### src/rtl/count6_pkg.sv
// Shared types and helpers for the count6_ctr counter slice.
// Optional terminal-count output is enabled by defining COUNT6_TC_EN.
package count6_pkg;

    localparam int DEFAULT_WIDTH = 6;

    typedef logic [DEFAULT_WIDTH-1:0] cnt_t;

    // Which source feeds the count register on the next edge, highest priority first.
    typedef enum logic [1:0] {
        SEL_RST  = 2'd0,
        SEL_LOAD = 2'd1,
        SEL_INC  = 2'd2
    } next_sel_e;

    // All-ones pattern of the given width, returned in a 32-bit container.
    function automatic logic [31:0] all_ones(input int unsigned width);
        if (width >= 32) begin
            return 32'hFFFF_FFFF;
        end
        return (32'd1 << width) - 32'd1;
    endfunction

endpackage

### src/rtl/count6_next.sv
// Combinational next-state selection for count6_ctr: reset, then load, then increment.
// Purely combinational; the register lives in the top level.
module count6_next
    import count6_pkg::*;
#(
    parameter int WIDTH = DEFAULT_WIDTH
) (
    input  logic             rst_i,
    input  logic             load_i,
    input  logic [WIDTH-1:0] data_i,
    input  logic [WIDTH-1:0] cnt_i,
    output logic [WIDTH-1:0] cnt_o
);

    next_sel_e sel;

    always_comb begin
        sel = SEL_INC;
        if (rst_i) begin
            sel = SEL_RST;
        end else if (load_i) begin
            sel = SEL_LOAD;
        end
    end

    always_comb begin
        // NOTE: assign a default before the case so every path drives cnt_o and no latch is inferred.
        cnt_o = cnt_i + WIDTH'(1);
        case (sel)
            SEL_RST:  cnt_o = '0;
            SEL_LOAD: cnt_o = data_i;
            SEL_INC:  cnt_o = cnt_i + WIDTH'(1);
            default:  cnt_o = cnt_i + WIDTH'(1);
        endcase
    end

endmodule

### src/rtl/count6_ctr.sv
// WIDTH-bit free-running up-counter with synchronous parallel load.
// Define COUNT6_TC_EN to add the registered terminal-count output tc.
module count6_ctr
    import count6_pkg::*;
#(
    parameter int WIDTH = DEFAULT_WIDTH
) (
    input  logic             clk,
    input  logic             rst,
    input  logic             load,
    input  logic [WIDTH-1:0] data,
`ifdef COUNT6_TC_EN
    output logic             tc,
`endif
    output logic [WIDTH-1:0] out
);

    logic [WIDTH-1:0] cnt_q;
    logic [WIDTH-1:0] cnt_d;

    count6_next #(
        .WIDTH (WIDTH)
    ) u_next (
        .rst_i  (rst),
        .load_i (load),
        .data_i (data),
        .cnt_i  (cnt_q),
        .cnt_o  (cnt_d)
    );

    // Reset is also applied directly at the flop so synthesis sees an explicit sync reset.
    always_ff @(posedge clk) begin
        // NOTE: non-blocking assignment so every flop samples values from before the edge.
        if (rst) begin
            cnt_q <= '0;
        end else begin
            cnt_q <= cnt_d;
        end
    end

    assign out = cnt_q;

`ifdef COUNT6_TC_EN
    localparam logic [WIDTH-1:0] ONES = WIDTH'(all_ones(WIDTH));

    logic tc_q;
    logic tc_d;

    // Decoded from the next count so the flag lines up with out, including loads of all-ones.
    assign tc_d = (cnt_d == ONES);

    always_ff @(posedge clk) begin
        if (rst) begin
            tc_q <= 1'b0;
        end else begin
            tc_q <= tc_d;
        end
    end

    assign tc = tc_q;
`endif

endmodule

### config.mk
export PLATFORM = sky130hd
export DESIGN_NAME = count6_ctr
export DESIGN_NICKNAME = d
export VERILOG_FILES = /design/src/rtl/count6_pkg.sv /design/src/rtl/count6_next.sv /design/src/rtl/count6_ctr.sv
export SDC_FILE = /design/constraint.sdc
export NUM_CORES = 1
export LEC_CHECK = 0
export CORE_AREA = 2 2 39 41
export CTS_CLUSTER_DIAMETER = 50
export DETAILED_ROUTE_END_ITERATION = 8
export DIE_AREA = 0 0 41 43
export PLACE_DENSITY = 0.6
export SYNTH_ARGS = -nofsm -noshare
export SYNTH_HDL_FRONTEND = slang
export SYNTH_HIERARCHICAL = 1
export SYNTH_SLANG_ARGS = --single-unit
### constraint.sdc
create_clock -name clk -period 1.5 [get_ports clk]
set_clock_uncertainty 0.15 [all_clocks]
set_input_delay 0.225 -clock clk [delete_from_list [all_inputs] [get_ports clk]]
set_output_delay 0.225 -clock clk [all_outputs]
set_load 0.005 [all_outputs]
Word level (Yosys, flattened, before mapping)
Index checks and enable logic that the tools add are counted.
- register bits after elaboration: 6
- bits in latches: 0
- RAM bits: 0
- ROM bits: 0
- input bits: 9
- output and inout bits: 6
- logic and storage cells: 7
- memories kept: 0
- add/subtract/negate cells: 1
- multiply operators: 0
- divide/modulo/power cells: 0
- order comparisons: 0
- equal/unequal tests: 1
- shift operators: 0
- muxes and demuxes: 3
- bitwise operators: 0
- reduce and logical (&&, ||, !) cells: 1
- operators with widths (operator ; count):
    $pmux 6 s2 ; 1
    $add 6x1->6 const B ; 1
    $mux 2 ; 2
    $eq 2x1->1 const B ; 1
    $logic_not 2->1 ; 1

Logic depth before layout (Yosys ltp)
- word-level depth: 4
- mapped depth: 5
- depth with buffers taken out: 5

By module
The synthesis kept the hierarchy.
- modules (own cells, without submodules) (module ; instances ; cells an instance ; area each (µm²) ; sequential area each (µm²)):
    count6_ctr ; 1 ; 12 ; 157.7 ; 120.1
    count6_next ; 1 ; 24 ; 146.4 ; 0.0

Least setup slack after synthesis
No wires, ideal clock.
- path type: register to register
- from: register cnt_q[2], in the netlist out[2]
- to: register cnt_q[5], in the netlist out[5]
- setup time: 0.065 ns
- arrival time: 1.183 ns
- required time: 1.285 ns
- path slack: 0.102 ns
- cell stages (with the launch flop): 5
- path buffers: 0
- clock period less this slack: 1.398 ns
- path through: dfxtp_1 -> nand3_2 -> or3_1 -> a311oi_1 -> nor2b_1
- word-level cells in the longest chain between the ends: 2
- RTL lines (what ; line ; RTL):
    from (decl) ; count6_ctr.sv:18 ; logic [WIDTH-1:0] cnt_q;
    from (signal assigned) ; count6_ctr.sv:37 ; cnt_q <= cnt_d;
    $add 6x1->6 ; count6_next.sv:32, count6_next.sv:33 ;
    $pmux 6 s2 ; count6_next.sv:29 ; case (sel)
    named net cnt_d[5] ; count6_ctr.sv:19 ; logic [WIDTH-1:0] cnt_d;
The timed path passes the listed nets, and every way through them passes these cells.
A chain may end at the register's enable or synchronous reset.

Worst setup path in the final report
- from: register cnt_q[5], in the netlist out[5]
- to: output port out[5]
- RTL lines (what ; line ; RTL):
    to (decl) ; count6_ctr.sv:15 ; output logic [WIDTH-1:0] out
No word-level cell between the ends.

==> results.cfg <==
[sta]
fin_crit_sh_pct = 96.4
setup_tns_ps = 0
setup_viol = 0
finalHoldViolCount = 0
rsz0062_at_grt = no
maxClockFrequency_ghz = 0.691
finalWorstSetupSlack_ps = 53.3
worst_pin_slew_ps = 201
slew_violations = 0
fin_crit_ps = 1450
slew_headroom_pct = 86.5

[power_and_ir_drop]
power_mw = 0.400
netSwitchingPower_mw = 0.0948
power_frac_seq_pct = 43.7
pwr-share-comb_pct = 17.4
leakage_nw = 0.285
power_density_nw_per_um2 = 740
intPower_mw = 0.305
pwr-share-clk_pct = 38.9
swShare_pct = 23.7
vdd_drop_max_uv = 245

[setup_path]
path_class = reg -> out
r2r_slack_ps = 110
crit_path_cell_trace = clkdlybuf4s50_1
cp_data_required_time_ps = 1120
path_buf_inv = 1
path_delay_family = buffers and inverters
cp-end-kind = primary output
reg2reg_from = out[0]$_SDFF_PP0_
slowest_delay_ps = 490
cp-start-kind = register
reg2reg_to = out[5]$_SDFF_PP0_
worst_r2r_path_depth = 4
critPathMaxFanout = 3
slowest_stage = clkdlybuf4s50_1
worst_ep_arrival_time_ps = 1070

[floorplanning]
initial_core_util_pct = 22.0
io_pins = 15
dieHeight_um = 43
fp.dieArea_um2 = 1760
die_x_um = 41
rows = 14
core_region_area_um2 = 1380

[yosys]
synth.area.top_cells = dfxtp_1, nor2b_1, xor2_1, nor2_1, a211oi_1
synth_area_per_cell_um2 = 8.45
synth.distinct_cells = 15
yosys.area.top_type = dfxtp_1
synth_top_area_share_pct = 39.5
synth_area_um2 = 304
yosysWarningCount = 6
synth_seq_area_share_pct = 39.5
ys.flop_type = dfxtp_1
synth-edff-count = 0
syn_inst = 36
synth_commonest_cells = dfxtp_1, nor2_1, nor2b_1
syn-num-nets = 46
ys_ff_latch = 6
async_flop_share_pct = 0

[cts]
ctsHoldBuffers = 0
clk_latency_ps = 250
cts_sinks = 6
clk_transition_reported_paths_ps = 50
h-tree-depth = 1
tritoncts = built
post-cts-setup-buffer-count = 0
numCtsBuffers = 3
clockBufferDepth = 2
root_buffer = clkbuf_4

[route]
avgRoutedWirePerCell_um = 9.64
drt_wl_total_um = 713
drcViolationCount = 0
vias = 316
first_pass_iters = 4
drt_iter0_markers = 3
via_per_inst = 4.27
drtAntennaViolNets = 0

[place]
place_congestion = 0.718
pre_cts_slack_ps = 3.13
placed_cell_area_um2 = 502
io_buffers = 14
hpwl_um = 502

[hold_path]
whs_path_depth = 3
hold_path_class = reg -> reg
hp-start = out[5]$_SDFF_PP0_
hold_end = out[5]$_SDFF_PP0_

[global_route]
first_global_vias = 290
busiest_layer = met2
grt_use_met3_pct = 6.81
grtUsageMet2_pct = 14.1
grt_usage_pct = 10.7
antenna_found_initial = 0
use_met1_pct = 11.9
grt_max_degree = 13
grt_overflow = 0
grt_pass1_wl_mm = 1.17

[flow_run]
cap_violations = 0

[outcome]
status = finished, final reports clean

[cells_and_area]
final_cell_area_um2 = 541
drive_gt1_share_pct = 25.9
nets = 70
insertedDiodeCount = 0
nFillCells = 151
largest_reg_flops = 6
syn2layout_area_growth_pct = 77.8
[tightest hold or removal path: stages, from the launching register on]
cell and delay [ps]:
dfxtp_2 320, o21ai_0 60, a311oi_1 80, nor2b_1 120
[power by group through the flow]
stage          combinational, mW  clock, mW  sequential, mW
2_1_floorplan             0.0217          0           0.177
3_3_place_gp              0.0716          0           0.177
3_5_place_dp              0.0717          0           0.177
4_1_cts                   0.0716      0.159           0.175
5_1_grt                   0.0774      0.174           0.176
6_report                  0.0696      0.156           0.175
[logic make-up (layout without fill, tap and decap cells)]
group	count (synthesis)	in the layout	share of synthesized area, %
flip-flops	6	6	39.5
XOR/XNOR	3	3	8.64
AND/OR/NAND/NOR	18	18	30.5
multiplexers	1	1	3.29
buffers and inverters	1	23	1.23
AO/OA/AOI/OAI	6	6	12.8
adder cells (fa/ha/maj)	1	1	4.11
[worst max-delay path by stage]
| stage | startpoint | to | slack, ps | cells after the start |
|---|---|---|---|---|
| floorplan | out[2]$_SDFF_PP0_ | out[5]$_SDFF_PP0_ | 100 | 4 |
| detailed placement | load | out[5]$_SDFF_PP0_ | 3 | 5 |
| CTS | out[0]$_SDFF_PP0_ | out[0] | 5 | 1 |
| global placement | load | out[5]$_SDFF_PP0_ | 30 | 5 |
| global route | out[0]$_SDFF_PP0_ | out[4]$_SDFF_PP0_ | 5 | 5 |
| finish | out[5]$_SDFF_PP0_ | out[5] | 50 | 1 |
[per-layer routing]
layer / share of wire (%) / routed length (um)
met1: 46 / 330
met2: 45 / 318
met3: 9.1 / 65
met4: 0 / 0
met5: 0 / 0
[layout make-up]
class                      instances  area [um^2]  area share [%]
clock buffer                       3         22.5            4.17
inverter                           1         3.75           0.694
multi-input combinational         29          180            33.3
sequential                         6          128            23.6
tap                               16         20.0            3.70
timing repair buffer              19          186            34.5
[repair_timing]
item / CTS / global route
resized for setup: 6 / 5
hold endpoints to repair: 0 / 0
setup endpoints to repair: 5 / 5
[stage by stage]
stage | hold slack [ps] | utilization (%) | std cells
after global placement | 468 | 36.3 | 71
after floorplan | 147 | - | 36
after CTS | 490 | 38.2 | 74
after detailed placement | 476 | 36.3 | 71
final | 475 | 39.1 | 74
after global routing | 510 | 39.1 | 74
[cells in the final DEF, fill, tap and decap left out, drive strengths merged]
master         n
dlymetal6s2s   4
a21oi          2
nand2          3
a211oi         2
inv            1
dfxtp          6
o21ai          1
nor2           6
nor2b          6
xor2           3
clkbuf         3
ha             1
buf            5
a311oi         1
mux2i          1
or3            1
clkdlybuf4s50  9
dlygate4sd2    1
nand3          2
Power figures use the tool's default switching activity.
